`config.mk`:
```
export PLATFORM = sky130hd
export DESIGN_NAME = hpdmc_rdcapture
export DESIGN_NICKNAME = d
export VERILOG_FILES = /design/src/rtl/hpdmc_rdcapture.sv
export SDC_FILE = /design/constraint.sdc
export NUM_CORES = 1
export LEC_CHECK = 0
export CAP_MARGIN = 10
export CORE_AREA = 2 2 82 104
export CTS_BUF_LIST = sky130_fd_sc_hd__clkbuf_16
export DETAILED_ROUTE_END_ITERATION = 6
export DIE_AREA = 0 0 84 106
export GPL_TIMING_DRIVEN = 1
export PLACE_DENSITY = 0.77
export REMOVE_ABC_BUFFERS = 1
export SKIP_LAST_GASP = 1
export SYNTH_ARGS = -nofsm -noshare
export SYNTH_HDL_FRONTEND = slang
export SYNTH_SLANG_ARGS = --single-unit
```
`constraint.sdc`:
```
create_clock -name sys_clk -period 2.2 [get_ports sys_clk]
set_input_delay 0.44 -clock sys_clk [delete_from_list [all_inputs] [get_ports sys_clk]]
set_output_delay 0.44 -clock sys_clk [all_outputs]
set_load 0.05 [all_outputs]
```
`src/rtl/hpdmc_rdcapture.sv`:
```
// DDR read-data capture: waits a programmable latency after rd_start, gathers
// BURST_LENGTH beats from IDDR2 q0/q1 pairs and emits one wide word with a valid pulse.
// Optional sticky overrun flag for dropped starts: define HPDMC_RDCAP_OVERRUN_EN.
module hpdmc_rdcapture #(
  parameter int unsigned DQ_WIDTH      = 16,
  parameter int unsigned BURST_LENGTH  = 4,
  parameter int unsigned LATENCY_WIDTH = 3,
  parameter bit          Q1_FIRST      = 1'b0
) (
  input  logic                             sys_clk,
  input  logic                             sys_rst,
  input  logic [LATENCY_WIDTH-1:0]         rd_latency,
  input  logic                             rd_start,
  input  logic [DQ_WIDTH-1:0]              q0,
  input  logic [DQ_WIDTH-1:0]              q1,
  output logic [DQ_WIDTH*BURST_LENGTH-1:0] rd_data,
  output logic                             rd_valid,
  output logic                             busy
`ifdef HPDMC_RDCAP_OVERRUN_EN
  ,
  output logic                             overrun
`endif
);

  localparam int unsigned BEATS  = BURST_LENGTH / 2;
  localparam int unsigned BEAT_W = (BEATS > 1) ? $clog2(BEATS) : 1;
  localparam int unsigned DATA_W = DQ_WIDTH * BURST_LENGTH;

  typedef enum logic [1:0] {
    S_IDLE    = 2'd0,
    S_WAIT    = 2'd1,
    S_CAPTURE = 2'd2
  } state_t;

  state_t                   state;
  state_t                   state_next;
  logic [LATENCY_WIDTH-1:0] lat_cnt;
  logic [BEAT_W-1:0]        beat_cnt;
  logic [DATA_W-1:0]        asm_q;
  logic [DATA_W-1:0]        asm_next;
  logic [DQ_WIDTH-1:0]      first_beat;
  logic [DQ_WIDTH-1:0]      second_beat;
  int unsigned              beat_idx;

  logic last_beat;
  logic accept;
  logic wait_done;
  logic start_to_wait;
  logic rd_valid_d;
  logic busy_d;
  logic load_data;
  logic cnt_load;
  logic cnt_dec;
  logic beat_inc;

  // Control decode shared by next-state and output logic
  assign last_beat     = (state == S_CAPTURE) && (beat_cnt == BEAT_W'(BEATS - 1));
  assign accept        = rd_start && ((state == S_IDLE) || last_beat);
  assign wait_done     = (state == S_WAIT) && (lat_cnt == LATENCY_WIDTH'(1));
  assign start_to_wait = (rd_latency != '0);

  assign first_beat  = Q1_FIRST ? q1 : q0;
  assign second_beat = Q1_FIRST ? q0 : q1;

  // State register
  always_ff @(posedge sys_clk) begin
    if (sys_rst) state <= S_IDLE;
    else         state <= state_next;
  end

  // Next-state logic
  always_comb begin
    state_next = state;
    case (state)
      S_IDLE: begin
        if (accept) state_next = start_to_wait ? S_WAIT : S_CAPTURE;
      end
      S_WAIT: begin
        if (wait_done) state_next = S_CAPTURE;
      end
      S_CAPTURE: begin
        if (last_beat) begin
          if (accept) state_next = start_to_wait ? S_WAIT : S_CAPTURE;
          else        state_next = S_IDLE;
        end
      end
      default: state_next = S_IDLE;
    endcase
  end

  // Output / datapath control
  always_comb begin
    rd_valid_d = 1'b0;
    busy_d     = (state_next != S_IDLE);
    load_data  = 1'b0;
    cnt_load   = accept;
    cnt_dec    = 1'b0;
    beat_inc   = 1'b0;
    case (state)
      S_WAIT:    cnt_dec = !accept;
      S_CAPTURE: begin
        rd_valid_d = last_beat;
        load_data  = last_beat;
        beat_inc   = !last_beat;
      end
      default: ;
    endcase
  end

  // Slot the current beat pair into the assembly word
  always_comb begin
    beat_idx = 32'(beat_cnt);
    asm_next = asm_q;
    asm_next[(2 * beat_idx) * DQ_WIDTH +: DQ_WIDTH]     = first_beat;
    asm_next[(2 * beat_idx + 1) * DQ_WIDTH +: DQ_WIDTH] = second_beat;
  end

  always_ff @(posedge sys_clk) begin
    if (sys_rst) begin
      lat_cnt  <= '0;
      beat_cnt <= '0;
      asm_q    <= '0;
      rd_data  <= '0;
      rd_valid <= 1'b0;
      busy     <= 1'b0;
    end else begin
      rd_valid <= rd_valid_d;
      busy     <= busy_d;
      if (cnt_load)     lat_cnt <= rd_latency;
      else if (cnt_dec) lat_cnt <= lat_cnt - LATENCY_WIDTH'(1);
      if (cnt_load)      beat_cnt <= '0;
      else if (beat_inc) beat_cnt <= beat_cnt + BEAT_W'(1);
      if (state == S_CAPTURE) asm_q <= asm_next;
      if (load_data) rd_data <= asm_next;
    end
  end

`ifdef HPDMC_RDCAP_OVERRUN_EN
  logic ignored;

  // Start seen while a burst is still mid-flight
  assign ignored = rd_start && !accept && (state != S_IDLE);

  always_ff @(posedge sys_clk) begin
    if (sys_rst)      overrun <= 1'b0;
    else if (ignored) overrun <= 1'b1;
  end
`endif

endmodule

```
=== Word-level counts from Yosys, hierarchy flattened ===
Cells that the tools add are included.

* Flip-flop bits (word level): 136
* Logic and storage cells: 43

* Multiplexer cells: 13
* Eq/ne operators: 3
* Add/subtract/negate cells: 5
* Reduce and logical (&&, ||, !) cells: 11
* Shifts and indexed selects: 4

{| class="wikitable"
|+ Operators with widths
! kind !! count
|-
| bitwise mux 64 bit || 2
|-
| variable shift 16 x 34 -> 64 bit (first input constant) || 2
|-
| variable part select 16 x 34 -> 64 bit || 2
|-
| negator 6 -> 34 bit || 1
|-
| negator 7 -> 34 bit || 1
|-
| 2-to-1 mux 2 bit || 5
|-
| 2-to-1 mux 3 bit || 2
|-
| case mux 2 bit (3 select lines) || 1
|-
| nonzero test 2 bit || 2
|-
| adder 2 x 1 -> 3 bit (second input constant) || 1
|-
| equality test 3 x 1 -> 1 bit (second input constant) || 1
|-
| logical AND 1 bit || 3
|-
| 2-to-1 mux 1 bit || 3
|-
| nonzero test 3 bit || 1
|-
| subtractor 3 x 1 -> 3 bit (second input constant) || 1
|-
| equality test 2 x 1 -> 1 bit (second input constant) || 1
|-
| equality test 2 bit (second input constant) || 1
|-
| logical NOT 1 bit || 2
|-
| logical NOT 2 bit || 1
|-
| OR reduction 2 bit || 1
|-
| adder 1 bit (second input constant) || 1
|-
| logical OR 1 bit || 1
|}

=== Depth between registers and ports, before layout ===
* Word-level depth: 8
* Mapped depth: 7
* Gate-level depth less buffers: 5

=== Least setup slack after synthesis ===
Ideal clock, no wire load.

* Kind: input-to-reg
* From: input port sys_rst
* To: register rd_data[59]
* Setup slack: 749 ps
* Arrival time: 1,334 ps
* Cell stages on the path: 7
* Buffers on the path: 4
* Required time: 2,083 ps
* Cell sequence: buf_4 > inv_2 > and4_1 > buf_2 > buf_6 > buf_6 > a22o_1

{| class="wikitable"
|+ RTL lines
! what !! line !! RTL
|-
| start, declared || 11 || <nowiki>input logic sys_rst,</nowiki>
|-
| end signal, assigned || 134 || <nowiki>if (load_data) rd_data <= asm_next;</nowiki>
|-
| end, declared || 16 || <nowiki>output logic [DQ_WIDTH*BURST_LENGTH-1:0] rd_data,</nowiki>
|}

=== Worst setup path in the final report ===
* From: register rd_data[27]
* To: output port rd_data[27]

No word-level cell between the ends.

==> results.toml <==
[cells_and_area]
utilization_pct = 60.44
fin_cells = 530
drive_gt1_share_pct = 6.697
design_area_um2 = 4841
layout_commonest_cell = "dfxtp_1"
syn2layout_area_growth_pct = 38.38
final_cell_mix = "dfxtp_1 (104), clkdlybuf4s50_1 (102), nand2_1 (67), a22o_1 (64), a21oi_1 (36)"
final_nets = 469
num_antenna_cells = 0

[floorplanning]
start_util_pct = 43.68
dieArea_um2 = 8904
die_h_um = 106
rows = 37
core_area_um2 = 8009
ioPinCount = 104
die_x_um = 84

[route]
routedWlPerCell_um = 15.08
vias_per_cell = 5.196
vias = 2754
drcViolationCount = 0
final_antenna_net_count = 0
drt_iter0_drc = 124
drt-pass1-iter-count = 4
wirelength_mm = 7.991

[critical_path]
critPathMaxStageDelay_ns = 0.83
cp_max_fo = 2
critPathKind = "flop to primary output"
worstPathCellList = "clkdlybuf4s50_1"
critPathLaunchType = "flop"
cp_data_arrival_time_ns = 1.51
cp_data_required_time_ns = 1.76
cp_top_family = "buffers and inverters"
cp_num_buf_inv = 1
crit_path_end_kind = "primary output"
slowest_stage = "clkdlybuf4s50_1"

[timing]
timing.hold.ws_ns = 0.4537
fin_skew_ns = 0.005394
worstMarginPinSlew_ns = 0.5294
drv_slew = 0
rsz0062_at_grt = "false"
finalCriticalPeriod_ns = 1.954
finalHoldViolCount = 0
tns_ns = 0
fmax_ghz = 0.5116
finalSetupViolCount = 0
min_period_over_period_pct = 88.84
worst_slew_margin_rel_pct = 64.59

[hold_path]
hold_path.class = "flop to flop"

[outcome]
status = "finished, final reports clean"

[clock_tree]
htreeDepth = 3
cts.sinks = 104
cts_setup_buffers = 0
post_cts_resized = 0
cts_buffers = 9
cts_root_buffer = "clkbuf_16"
cts_max_path_buffers = 2
cts_tree = "done"
clock_latency_ns = 0.34
cts_hold_buf = 0
clk_pin_slew_worst_paths_ns = 0.06

[place]
dp.cells = 515
placed_area_um2 = 4553
dp_hpwl_mm = 5.419
finalWeightedCongestion = 0.7107
port_buffers = 103

[global_routing]
antenna_found_initial = 0
top_usage_layer = "met2"
grt_use_total_pct = 18.40
grt_max_degree = 39
grt_overflow_total = 0
grt_pass1_wl_mm = 13.19
grt_use_met3_pct = 4.348
met1_usage_pct = 23.04
grtUsageMet2_pct = 30.80
grt_pass1_vias = 2710

[logic_synthesis]
synth_top_area_share_pct = 59.51
syn_inst = 336
syn_area_um2 = 3498
synth_top_cell_by_area = "dfxtp_1"
synth_area_leaders = "dfxtp_1 (60%), a22o_1 (16%), nand2_1 (7.2%)"
synth_seq_area_share_pct = 59.51
ys_ff_latch = 104
yosysWarnings = 0
synth_cell_type_count = 27
synth.avg_cell_area_um2 = 10.41

[pwr]
sw_frac_of_total_pct = 22.68
peakVddDrop_uv = 466.6
power.internal_mw = 2.919
combPwrFrac_pct = 7.4
switching_power_mw = 0.8561
power_density_nw_per_um2 = 779.8
pwr-share-clk_pct = 40.9
p_leak_nw = 1.757
power_frac_seq_pct = 51.8

[run]
maxCapViolations = 0
## cells by family (layout without fill, tap and decap cells)
group                      after synthesis  count (layout)  synth area share [%]
DFF                                    104             104                 59.51
adders and majority gates                2               2                0.7152
buffers and inverters                   35             132                 5.222
and+or+nand+nor                         84              84                 10.37
AOI/OAI and AO/OA                      110             110                 23.93
xor gates and xnor gates                 1               1                0.2504
## power by group through the flow
stage	sequential (mW)	combinational (mW)	clock, mW
detailed placement	2.00	0.279	0
finish	1.95	0.278	1.54
global route	1.96	0.309	1.65
global placement	1.99	0.272	0
CTS	1.95	0.281	1.57
floorplan	2.00	0.123	0
## sequential cells by signal (all words and copies together), names as in the netlist
signal / count
rd_data: 64
asm_q: 32
lat_cnt: 3
state: 2
beat_cnt: 1
busy: 1
rd_valid: 1
## area by class of cell
| type | count | area, um2 |
|---|---|---|
| Tap cell | 97 | 121.4 |
| Inverter | 6 | 22.52 |
| Clock inverter | 6 | 62.56 |
| Timing Repair Buffer | 111 | 1086 |
| Multi-Input combinational cell | 197 | 1241 |
| Sequential cell | 104 | 2082 |
| Clock buffer | 9 | 225.2 |
| Fill cell | 667 | 3168 |
## metrics by stage
stage          setup WS, ns  total power [mW]
6_report             0.2455             3.775
5_1_grt              0.2057             3.916
4_1_cts              0.2342             3.805
3_5_place_dp         0.4966             2.276
3_3_place_gp         0.5485             2.265
2_1_floorplan        0.1961             2.125
## worst paths after layout
path	start	to	slack, ns	depth (start not counted)
max reg2reg	state[1]$_SDFF_PP0_	asm_q[21]$_SDFFE_PP0N_	0.52	4
min reg2reg	asm_q[6]$_SDFFE_PP0N_	asm_q[6]$_SDFFE_PP0N_	0.45	2
max	rd_data[27]$_SDFFE_PP0P_	rd_data[27]	0.25	1
min	asm_q[6]$_SDFFE_PP0N_	asm_q[6]$_SDFFE_PP0N_	0.45	2
## Yosys cell counts (all sizes together)
cell type	count
nor3	1
nor2	1
nand2b	3
nor2b	5
clkbuf	7
nor3b	1
or3b	1
a21oi	36
a31oi	4
dfxtp	104
o211ai	2
ha	2
buf	22
nand2	67
a32oi	1
xnor2	1
nand3	2
inv	6
o21ai	2
or3	2
and4	1
a22o	64
o31ai	1
## routing by layer
metal	part of all wire, %	routed length, um
met5	0	0
met4	1.7	132
met3	4.6	364
met2	50	3980
met1	44	3513
No activity file was read; power rests on OpenSTA's default activity.
